`config.mk`:
```
export PLATFORM = sky130hd
export DESIGN_NAME = cfg_spi_master_flat
export DESIGN_NICKNAME = d
export VERILOG_FILES = /design/src/rtl/cfg_spi_master_if.sv /design/src/rtl/cfg_spi_master.sv /design/src/flat_wrapper.sv
export SDC_FILE = /design/constraint.sdc
export NUM_CORES = 1
export LEC_CHECK = 0
export CORE_MARGIN = 8
export CORE_UTILIZATION = 35
export DETAILED_ROUTE_END_ITERATION = 8
export GPL_TIMING_DRIVEN = 0
export PLACE_DENSITY = 0.64
export SKIP_LAST_GASP = 1
export SLEW_MARGIN = 20
export SYNTH_ARGS = -nofsm -noshare
export SYNTH_HDL_FRONTEND = slang
export SYNTH_SLANG_ARGS = --single-unit
export TNS_END_PERCENT = 5
```
`constraint.sdc`:
```
create_clock -name clk -period 2.2 [get_ports clk]
set_input_delay 0.44 -clock clk [delete_from_list [all_inputs] [get_ports clk]]
set_output_delay 0.44 -clock clk [all_outputs]
set_load 0.03 [all_outputs]
```
`src/rtl/cfg_spi_master_if.sv`:
```
// ----------------------------------------------------------------------------
// cfg_spi_master_if
// Groups the host handshake and the 3-wire programming link of cfg_spi_master.
//
// Signals:
//   start       host -> master   request a frame (sampled while busy=0)
//   frame_data  host -> master   FRAME_BITS frame, MSB shifted first
//   busy        master -> host   frame in progress
//   done        master -> host   one-cycle end-of-frame pulse
//   SCLK        master -> prog   serial clock, idle low
//   CS          master -> prog   chip select, active low
//   SDI         master -> prog   serial data, stable around SCLK rise
//   SDO         prog -> master   readback data     (SPI_READBACK_EN only)
//   rx_data     master -> host   captured readback (SPI_READBACK_EN only)
//
// Optional feature macro: SPI_READBACK_EN
// ----------------------------------------------------------------------------
interface cfg_spi_master_if #(
    parameter int unsigned FRAME_BITS = 72
);
    logic                  start;
    logic [FRAME_BITS-1:0] frame_data;
    logic                  busy;
    logic                  done;
    logic                  SCLK;
    logic                  CS;
    logic                  SDI;
`ifdef SPI_READBACK_EN
    logic                  SDO;
    logic [FRAME_BITS-1:0] rx_data;
`endif

    modport master (
        input  start,
        input  frame_data,
        output busy,
        output done,
        output SCLK,
        output CS,
        output SDI
`ifdef SPI_READBACK_EN
        ,
        input  SDO,
        output rx_data
`endif
    );

    modport slave (
        output start,
        output frame_data,
        input  busy,
        input  done,
        input  SCLK,
        input  CS,
        input  SDI
`ifdef SPI_READBACK_EN
        ,
        output SDO,
        input  rx_data
`endif
    );
endinterface

```
`src/rtl/cfg_spi_master.sv`:
```
// ----------------------------------------------------------------------------
// cfg_spi_master
// Serial configuration transmitter: shifts a parallel frame out on the
// programmer's CS/SCLK/SDI wires, MSB first, data sampled by the programmer on
// SCLK rise, SCLK idle low, CS active low. All outputs are registered.
//
// Ports:
//   clk    system clock (single domain)
//   reset  synchronous, active-low reset
//   bus    cfg_spi_master_if.master: start/frame_data/busy/done handshake and
//          SCLK/CS/SDI (+ SDO/rx_data) serial link
//
// Parameters:
//   FRAME_BITS  bits per frame (>=2)
//   CLK_DIV     clk cycles per SCLK half-period (>=1)
//   CS_SETUP    SCLK periods of CS low before the first SCLK rise (>=1)
//   CS_HOLD     SCLK periods of CS low after the last SCLK fall (>=1)
//
// Optional feature macro: SPI_READBACK_EN (capture SDO into rx_data on each
// SCLK-raising clk edge, first bit ends up as MSB).
// ----------------------------------------------------------------------------
module cfg_spi_master #(
    parameter int unsigned FRAME_BITS = 72,
    parameter int unsigned CLK_DIV    = 4,
    parameter int unsigned CS_SETUP   = 2,
    parameter int unsigned CS_HOLD    = 2
) (
    input  logic             clk,
    input  logic             reset,
    cfg_spi_master_if.master bus
);
    localparam int unsigned SETUP_CYC = 2 * CLK_DIV * CS_SETUP;
    localparam int unsigned HOLD_CYC  = 2 * CLK_DIV * CS_HOLD;
    localparam int unsigned WAIT_MAX  = (SETUP_CYC > HOLD_CYC) ? SETUP_CYC : HOLD_CYC;
    localparam int unsigned WW        = $clog2(WAIT_MAX);
    localparam int unsigned BW        = $clog2(FRAME_BITS);
    localparam int unsigned DW        = (CLK_DIV > 1) ? $clog2(CLK_DIV) : 1;

    typedef enum logic [1:0] {
        IDLE,
        SETUP,
        SHIFT,
        HOLD
    } state_t;

    state_t                state_q, state_d;
    logic [FRAME_BITS-1:0] sr_q, sr_d;
    logic [BW-1:0]         bit_q, bit_d;
    logic [DW-1:0]         div_q, div_d;
    logic [WW-1:0]         wait_q, wait_d;
    logic                  cs_q, cs_d;
    logic                  sclk_q, sclk_d;
    logic                  sdi_q, sdi_d;
    logic                  busy_q, busy_d;
    logic                  done_q, done_d;
`ifdef SPI_READBACK_EN
    logic [FRAME_BITS-1:0] rx_q, rx_d;
`endif

    logic half_end;
    logic setup_end;
    logic hold_end;
    logic last_bit;

    assign half_end  = (div_q == DW'(CLK_DIV - 1));
    assign setup_end = (wait_q == WW'(SETUP_CYC - 1));
    assign hold_end  = (wait_q == WW'(HOLD_CYC - 1));
    assign last_bit  = (bit_q == BW'(FRAME_BITS - 1));

    // State and datapath registers
    always_ff @(posedge clk) begin
        if (!reset) begin
            state_q <= IDLE;
            sr_q    <= '0;
            bit_q   <= '0;
            div_q   <= '0;
            wait_q  <= '0;
            cs_q    <= 1'b1;
            sclk_q  <= 1'b0;
            sdi_q   <= 1'b0;
            busy_q  <= 1'b0;
            done_q  <= 1'b0;
`ifdef SPI_READBACK_EN
            rx_q    <= '0;
`endif
        end else begin
            state_q <= state_d;
            sr_q    <= sr_d;
            bit_q   <= bit_d;
            div_q   <= div_d;
            wait_q  <= wait_d;
            cs_q    <= cs_d;
            sclk_q  <= sclk_d;
            sdi_q   <= sdi_d;
            busy_q  <= busy_d;
            done_q  <= done_d;
`ifdef SPI_READBACK_EN
            rx_q    <= rx_d;
`endif
        end
    end

    // Next-state logic
    always_comb begin
        state_d = state_q;
        unique case (state_q)
            IDLE:    if (bus.start) state_d = SETUP;
            SETUP:   if (setup_end) state_d = SHIFT;
            SHIFT:   if (half_end && sclk_q && last_bit) state_d = HOLD;
            HOLD:    if (hold_end) state_d = IDLE;
            default: state_d = IDLE;
        endcase
    end

    // Next values of the registered outputs and datapath
    always_comb begin
        sr_d   = sr_q;
        bit_d  = bit_q;
        div_d  = div_q;
        wait_d = wait_q;
        cs_d   = cs_q;
        sclk_d = sclk_q;
        sdi_d  = sdi_q;
        busy_d = busy_q;
        done_d = 1'b0;
`ifdef SPI_READBACK_EN
        rx_d   = rx_q;
`endif
        unique case (state_q)
            IDLE: begin
                cs_d   = 1'b1;
                sclk_d = 1'b0;
                sdi_d  = 1'b0;
                busy_d = 1'b0;
                wait_d = '0;
                if (bus.start) begin
                    sr_d   = bus.frame_data;
                    cs_d   = 1'b0;
                    sdi_d  = bus.frame_data[FRAME_BITS-1];
                    busy_d = 1'b1;
`ifdef SPI_READBACK_EN
                    rx_d   = '0;
`endif
                end
            end
            SETUP: begin
                bit_d  = '0;
                div_d  = '0;
                wait_d = setup_end ? '0 : wait_q + WW'(1);
            end
            SHIFT: begin
                div_d = half_end ? '0 : div_q + DW'(1);
                if (half_end) begin
                    if (!sclk_q) begin
                        sclk_d = 1'b1;
`ifdef SPI_READBACK_EN
                        rx_d   = {rx_q[FRAME_BITS-2:0], bus.SDO};
`endif
                    end else begin
                        // Falling edge: SDI moves to the next bit on the same
                        // clk edge, so it is stable across the next rise.
                        sclk_d = 1'b0;
                        sr_d   = sr_q << 1;
                        if (last_bit) begin
                            sdi_d  = 1'b0;
                            bit_d  = '0;
                            wait_d = '0;
                        end else begin
                            sdi_d = sr_q[FRAME_BITS-2];
                            bit_d = bit_q + BW'(1);
                        end
                    end
                end
            end
            HOLD: begin
                wait_d = hold_end ? '0 : wait_q + WW'(1);
                if (hold_end) begin
                    cs_d   = 1'b1;
                    done_d = 1'b1;
                    busy_d = 1'b0;
                end
            end
            default: ;
        endcase
    end

    assign bus.CS   = cs_q;
    assign bus.SCLK = sclk_q;
    assign bus.SDI  = sdi_q;
    assign bus.busy = busy_q;
    assign bus.done = done_q;
`ifdef SPI_READBACK_EN
    assign bus.rx_data = rx_q;
`endif

endmodule

```
`src/flat_wrapper.sv`:
```
// flat-port wrapper written by rule: the top's interface ports become plain ports
module cfg_spi_master_flat 
#(
    parameter int unsigned FRAME_BITS = 72,
    parameter int unsigned CLK_DIV    = 4,
    parameter int unsigned CS_SETUP   = 2,
    parameter int unsigned CS_HOLD    = 2
)
  (clk, reset, bus_start, bus_frame_data, bus_busy, bus_done, bus_SCLK, bus_CS, bus_SDI);
  cfg_spi_master_if #(.FRAME_BITS(FRAME_BITS)) bus_i ();
  input  logic clk;
  input  logic reset;
  input wire logic [$bits(bus_i.start)-1:0] bus_start;
  input wire logic [$bits(bus_i.frame_data)-1:0] bus_frame_data;
  output wire logic [$bits(bus_i.busy)-1:0] bus_busy;
  output wire logic [$bits(bus_i.done)-1:0] bus_done;
  output wire logic [$bits(bus_i.SCLK)-1:0] bus_SCLK;
  output wire logic [$bits(bus_i.CS)-1:0] bus_CS;
  output wire logic [$bits(bus_i.SDI)-1:0] bus_SDI;
  assign bus_i.start = bus_start;
  assign bus_i.frame_data = bus_frame_data;
  assign bus_busy = bus_i.busy;
  assign bus_done = bus_i.done;
  assign bus_SCLK = bus_i.SCLK;
  assign bus_CS = bus_i.CS;
  assign bus_SDI = bus_i.SDI;
  cfg_spi_master #(.FRAME_BITS(FRAME_BITS), .CLK_DIV(CLK_DIV), .CS_SETUP(CS_SETUP), .CS_HOLD(CS_HOLD)) u_core (.clk(clk), .reset(reset), .bus(bus_i));
endmodule
```
==> tab_implementation.tex, run 1 <==
\begin{tabular}{lr}
\hline
Metric & Value \\
\hline
\multicolumn{2}{l}{\textbf{Setup path}} \\
\quad Endpoint required time on the critical path & 2.45 ns \\
\quad R2R cell count & 7 \\
\quad Worst-case register-to-register setup slack & 0.15 ns \\
\quad CP peak stage delay & 0.42 ns \\
\quad Kind of end point of the critical path & flop \\
\quad Worst Path Arrival & 2.29 ns \\
\quad Highest-delay cell along the critical path & sky130\_fd\_sc\_hd\_\_clkbuf\_1 \\
\quad Critical Path Start & u\_core.state\_q[0]\$\_SDFFE\_PN0P\_ \\
\quad End point of the critical path & u\_core.sr\_q[23]\$\_SDFFE\_PN0P\_ \\
\quad Startpoint of the most critical register-to-register path & u\_core.state\_q[0]\$\_SDFFE\_PN0P\_ \\
\quad Reg2reg end & u\_core.sr\_q[23]\$\_SDFFE\_PN0P\_ \\
\quad Critical path type & reg -> reg \\
\quad Critical path fanouts, max & 10 \\
\quad Crit-path cells & inv\_1 > ha\_1 > nor2b\_1 > a21oi\_4 > clkbuf\_1 > nor2\_1 > a211oi\_1 \\
\quad Critical path startpoint category & flop \\
\multicolumn{2}{l}{\textbf{Synth}} \\
\quad Fraction of the yosys area taken by sequential cells & 44.2\% \\
\quad Synth Net Count & 520 \\
\quad Synthesized area divided by synthesized cell count & 9.41 sq um \\
\quad Post-synthesis cell count & 438 \\
\quad Biggest area consumer among synthesized cells & sky130\_fd\_sc\_hd\_\_dfxtp\_1 \\
\quad Count of unique library cells instantiated by Yosys & 37 \\
\quad Largest cells by area after synthesis & sky130\_fd\_sc\_hd\_\_dfxtp\_1 44\%, sky130\_fd\_sc\_hd\_\_mux2i\_1 18\%, sky130\_fd\_sc\_hd\_\_a211oi\_1 13\% \\
\quad Post-Syn Area & 4120 sq um \\
\quad Share of async-settable or async-resettable flops after synthesis & 0\% \\
\quad EDFF count, synth & 0 \\
\quad Area share of the largest cell type after synthesis & 44.2\% \\
\quad Yosys warnings & 0 \\
\quad Register bit total from synthesis & 91 \\
\quad Main synth FF type & sky130\_fd\_sc\_hd\_\_dfxtp\_1 \\
\multicolumn{2}{l}{\textbf{Final layout}} \\
\quad Most common library cell in the layout ignoring fill and taps & sky130\_fd\_sc\_hd\_\_dfxtp\_1 \\
\quad Number of filler instances in the final layout & 1104 \\
\quad Most frequent cells in the layout & 91 x sky130\_fd\_sc\_hd\_\_dfxtp\_1, 81 x sky130\_fd\_sc\_hd\_\_nor2\_1, 79 x sky130\_fd\_sc\_hd\_\_clkdlybuf4s50\_1 \\
\quad Area grow syn2layout & 32.2\% \\
\quad Ant. Diodes & 0 \\
\quad Final layout net count & 610 \\
\quad Ratio of cells with drive above 1 in the final layout & 7.32\% \\
\multicolumn{2}{l}{\textbf{Clock network}} \\
\quad Clock tree from TritonCTS & done \\
\quad Library cell used as clock root buffer & sky130\_fd\_sc\_hd\_\_clkbuf\_16 \\
\quad Total CTS buffers & 9 \\
\quad Hold Buf Count CTS & 0 \\
\quad Clock sink count & 91 \\
\quad Deepest clock path buffer count & 2 \\
\quad Clock transition at the registers of the reported paths & 0.06 ns \\
\quad Clock H-tree levels & 3 \\
\quad Clk\_lat worst skew & 0.34 ns \\
\quad Total setup buffers inserted after CTS & 0 \\
\multicolumn{2}{l}{\textbf{Power}} \\
\quad Combinational share of power & 42.9\% \\
\quad Sequential power share & 33.2\% \\
\quad PwrDens & 1360 nW/um\^{}2 \\
\quad Part of the total power dissipated in the clock network & 23.8\% \\
\quad Total Power Consumption & 7.42 mW \\
\quad Switching power share of the total & 37.5\% \\
\quad Cell internal power dissipation & 4.64 mW \\
\quad Leakage power & 1.94 nW \\
\quad P\_sw & 2.78 mW \\
\quad Peak VDD IR & 0.000689 V \\
\multicolumn{2}{l}{\textbf{Timing}} \\
\quad Hold Vio Cnt, Final & 0 \\
\quad Count of endpoints failing setup in the final report & 0 \\
\quad Worst clock skew & 0.00635 ns \\
\quad Transition time at the pin with the least slew margin & 0.715 ns \\
\quad Final period demand of the worst path & 2.05 ns \\
\quad Total negative setup slack & 0 ns \\
\quad Setup repair after global routing missed its margin & true \\
\quad Maximum clock rate & 489 MHz \\
\quad Count of pins over their slew limit & 0 \\
\quad Ratio of final minimum period to clock period & 93.0\% \\
\quad Headroom to the max-slew limit & 52.3\% \\
\multicolumn{2}{l}{\textbf{Floorplanning}} \\
\quad Horizontal die dimension & 125 um \\
\quad Number of placement rows & 39 \\
\quad Initial cell density of the core & 35.9\% \\
\quad Full die area & 15500 sq um \\
\quad Chip height & 125 um \\
\quad Area of the core & 11500 sq um \\
\quad Top Ports & 80 \\
\multicolumn{2}{l}{\textbf{Detailed routing}} \\
\quad Total iterations of the first detailed-routing run & 4 \\
\quad Remaining number of nets flagged by the antenna check after routing & 0 \\
\quad Remaining design rule violation count & 0 \\
\quad Total detailed-routing wirelength & 10.1 mm \\
\quad Average wire per cell in the routed design & 15.0 um \\
\quad Via density per instance & 5.04 \\
\quad Iteration-0 DRC count of the detailed router & 164 \\
\quad Count of vias placed by the detailed router & 3410 \\
\multicolumn{2}{l}{\textbf{Place}} \\
\quad Routability-driven placement congestion ratio & 0.761 \\
\quad Placed wire-length estimate & 7.43 mm \\
\quad Number of buffers inserted by port buffering & 79 \\
\multicolumn{2}{l}{\textbf{Run}} \\
\quad Number of violations of the max-capacitance limit & 0 \\
\multicolumn{2}{l}{\textbf{GRT}} \\
\quad Total routing resource utilization after global routing & 12.9\% \\
\quad Vias in the first global route & 3446 \\
\quad Largest net degree at the start of global routing & 16 \\
\quad Overall overflow remaining after global route & 0 \\
\quad Initial antenna violation count & 1 \\
\quad Global-route wire length before repair & 16.7 mm \\
\multicolumn{2}{l}{\textbf{Min path}} \\
\quad Type of the tightest min-delay check & reg -> reg \\
\quad Cell depth of the worst hold path & 2 \\
\multicolumn{2}{l}{\textbf{Run status}} \\
\quad Status & finished clean \\
\hline
\end{tabular}
==> worst min-delay path by stage <==
stage                                   end  slack (ns)                    startpoint
3_5_place_dp   u_core.bus.busy$_SDFFE_PN0P_        0.46  u_core.bus.busy$_SDFFE_PN0P_
4_1_cts        u_core.bus.busy$_SDFFE_PN0P_        0.47  u_core.bus.busy$_SDFFE_PN0P_
6_report       u_core.bus.busy$_SDFFE_PN0P_        0.47  u_core.bus.busy$_SDFFE_PN0P_
3_3_place_gp   u_core.bus.busy$_SDFFE_PN0P_        0.45  u_core.bus.busy$_SDFFE_PN0P_
2_1_floorplan  u_core.bit_q[1]$_SDFFE_PN0P_        0.45  u_core.bit_q[1]$_SDFFE_PN0P_
5_1_grt        u_core.bus.busy$_SDFFE_PN0P_        0.49  u_core.bus.busy$_SDFFE_PN0P_
==> through the flow <==
stage | cells | hold WS (ns) | cell area (sq um) | util, % | worst slack, ns
2_1_floorplan | 438 | 0.449 | 4120 | - | 0.418
3_3_place_gp | 660 | 0.454 | 5090 | 44.4 | -0.448
3_5_place_dp | 660 | 0.459 | 5090 | 44.4 | -0.488
4_1_cts | 676 | 0.468 | 5440 | 47.5 | 0.00946
5_1_grt | 676 | 0.489 | 5450 | 47.5 | -0.0479
6_report | 676 | 0.470 | 5450 | 47.5 | 0.154
==> routing by layer <==
layer,part of all wire [%],routed length [um],track usage (%),vias up
li1,-,-,-,1753
met4,1.2,125,4.04,2
met1,48,4840,15.7,1578
met2,46,4710,21.0,68
met5,0.13,13,0,-
met3,4.6,464,4.17,9
==> power groups by stage <==
stage	combinational, mW	sequential, mW	clock, mW
global placement	3.08	2.47	0
CTS	3.21	2.47	1.81
floorplan	2.39	2.46	0
finish	3.19	2.47	1.77
detailed placement	3.18	2.50	0
global route	3.57	2.52	1.88
==> cells in the mapped netlist, types with 2 or more instances <==
master / instances
sky130_fd_sc_hd__mux2i_1: 73
sky130_fd_sc_hd__nand2b_1: 4
sky130_fd_sc_hd__buf_2: 17
sky130_fd_sc_hd__a21oi_1: 12
sky130_fd_sc_hd__o21ai_0: 3
sky130_fd_sc_hd__nand4_1: 2
sky130_fd_sc_hd__nor2_1: 81
sky130_fd_sc_hd__nand2_1: 18
sky130_fd_sc_hd__a211oi_1: 72
sky130_fd_sc_hd__and3_1: 2
sky130_fd_sc_hd__xnor2_1: 4
sky130_fd_sc_hd__buf_1: 2
sky130_fd_sc_hd__clkbuf_1: 15
sky130_fd_sc_hd__o21ai_1: 3
sky130_fd_sc_hd__inv_1: 2
sky130_fd_sc_hd__dfxtp_1: 91
sky130_fd_sc_hd__nor3_1: 3
sky130_fd_sc_hd__nand3_1: 3
sky130_fd_sc_hd__ha_1: 7
sky130_fd_sc_hd__nor2b_1: 4
sky130_fd_sc_hd__nand3b_1: 4
==> area by class of cell <==
type / instances / area [sq um] / share of cell area, %
inverter: 3 / 11.3 / 0.207
sequential: 91 / 1820 / 33.4
multi-input combinational: 310 / 2150 / 39.5
timing repair buffer: 79 / 791 / 14.5
tap: 143 / 179 / 3.28
buffer: 34 / 153 / 2.80
clock buffer: 10 / 229 / 4.20
clock inverter: 6 / 113 / 2.07
==> repair_timing <==
item,4_1_cts,5_1_grt
pin swaps,0,0
gates resized for setup,2,4
endpoints found under the setup margin,71,29
gates cloned,0,0
==> registers in the layout, indices dropped and copies added (netlist names) <==
register,cells
u_core.wait_q,4
u_core.bus.CS,1
u_core.bus.busy,1
u_core.state_q,2
u_core.bus.SCLK,1
u_core.sr_q,71
u_core.div_q,2
u_core.bus.SDI,1
u_core.bit_q,7
u_core.bus.done,1
==> kinds of logic (layout without fill, tap and decap cells) <==
kind of cell / after synthesis / after routing / share of synthesized area, %
compound gates: 97 / 97 / 17.0
xor+xnor: 4 / 4 / 0.850
fa+ha+maj: 7 / 7 / 2.12
buf+inv: 37 / 132 / 3.89
flops: 91 / 91 / 44.2
mux: 74 / 74 / 18.0
simple gates: 128 / 128 / 13.9
==> worst max-delay path: cells and delay by family, from the launching register on <==
family / cells / cell delay, ns
buf+inv: 2 / 0.51
fa+ha+maj: 1 / 0.25
flops: 1 / 0.38
compound gates: 2 / 0.49
simple gates: 2 / 0.33
Note: power is estimated with default switching activity, not from simulation.
==> inputs of run 2 (changes only) <==
--- a/config.mk
+++ b/config.mk
@@ -7,6 +7,7 @@
 export LEC_CHECK = 0
 export CORE_MARGIN = 8
 export CORE_UTILIZATION = 35
+export CTS_CLUSTER_SIZE = 10
 export DETAILED_ROUTE_END_ITERATION = 8
 export GPL_TIMING_DRIVEN = 0
 export PLACE_DENSITY = 0.64
==> results of run 2 <==
The final DEF is identical to that of run 1; final timing and power are the same.
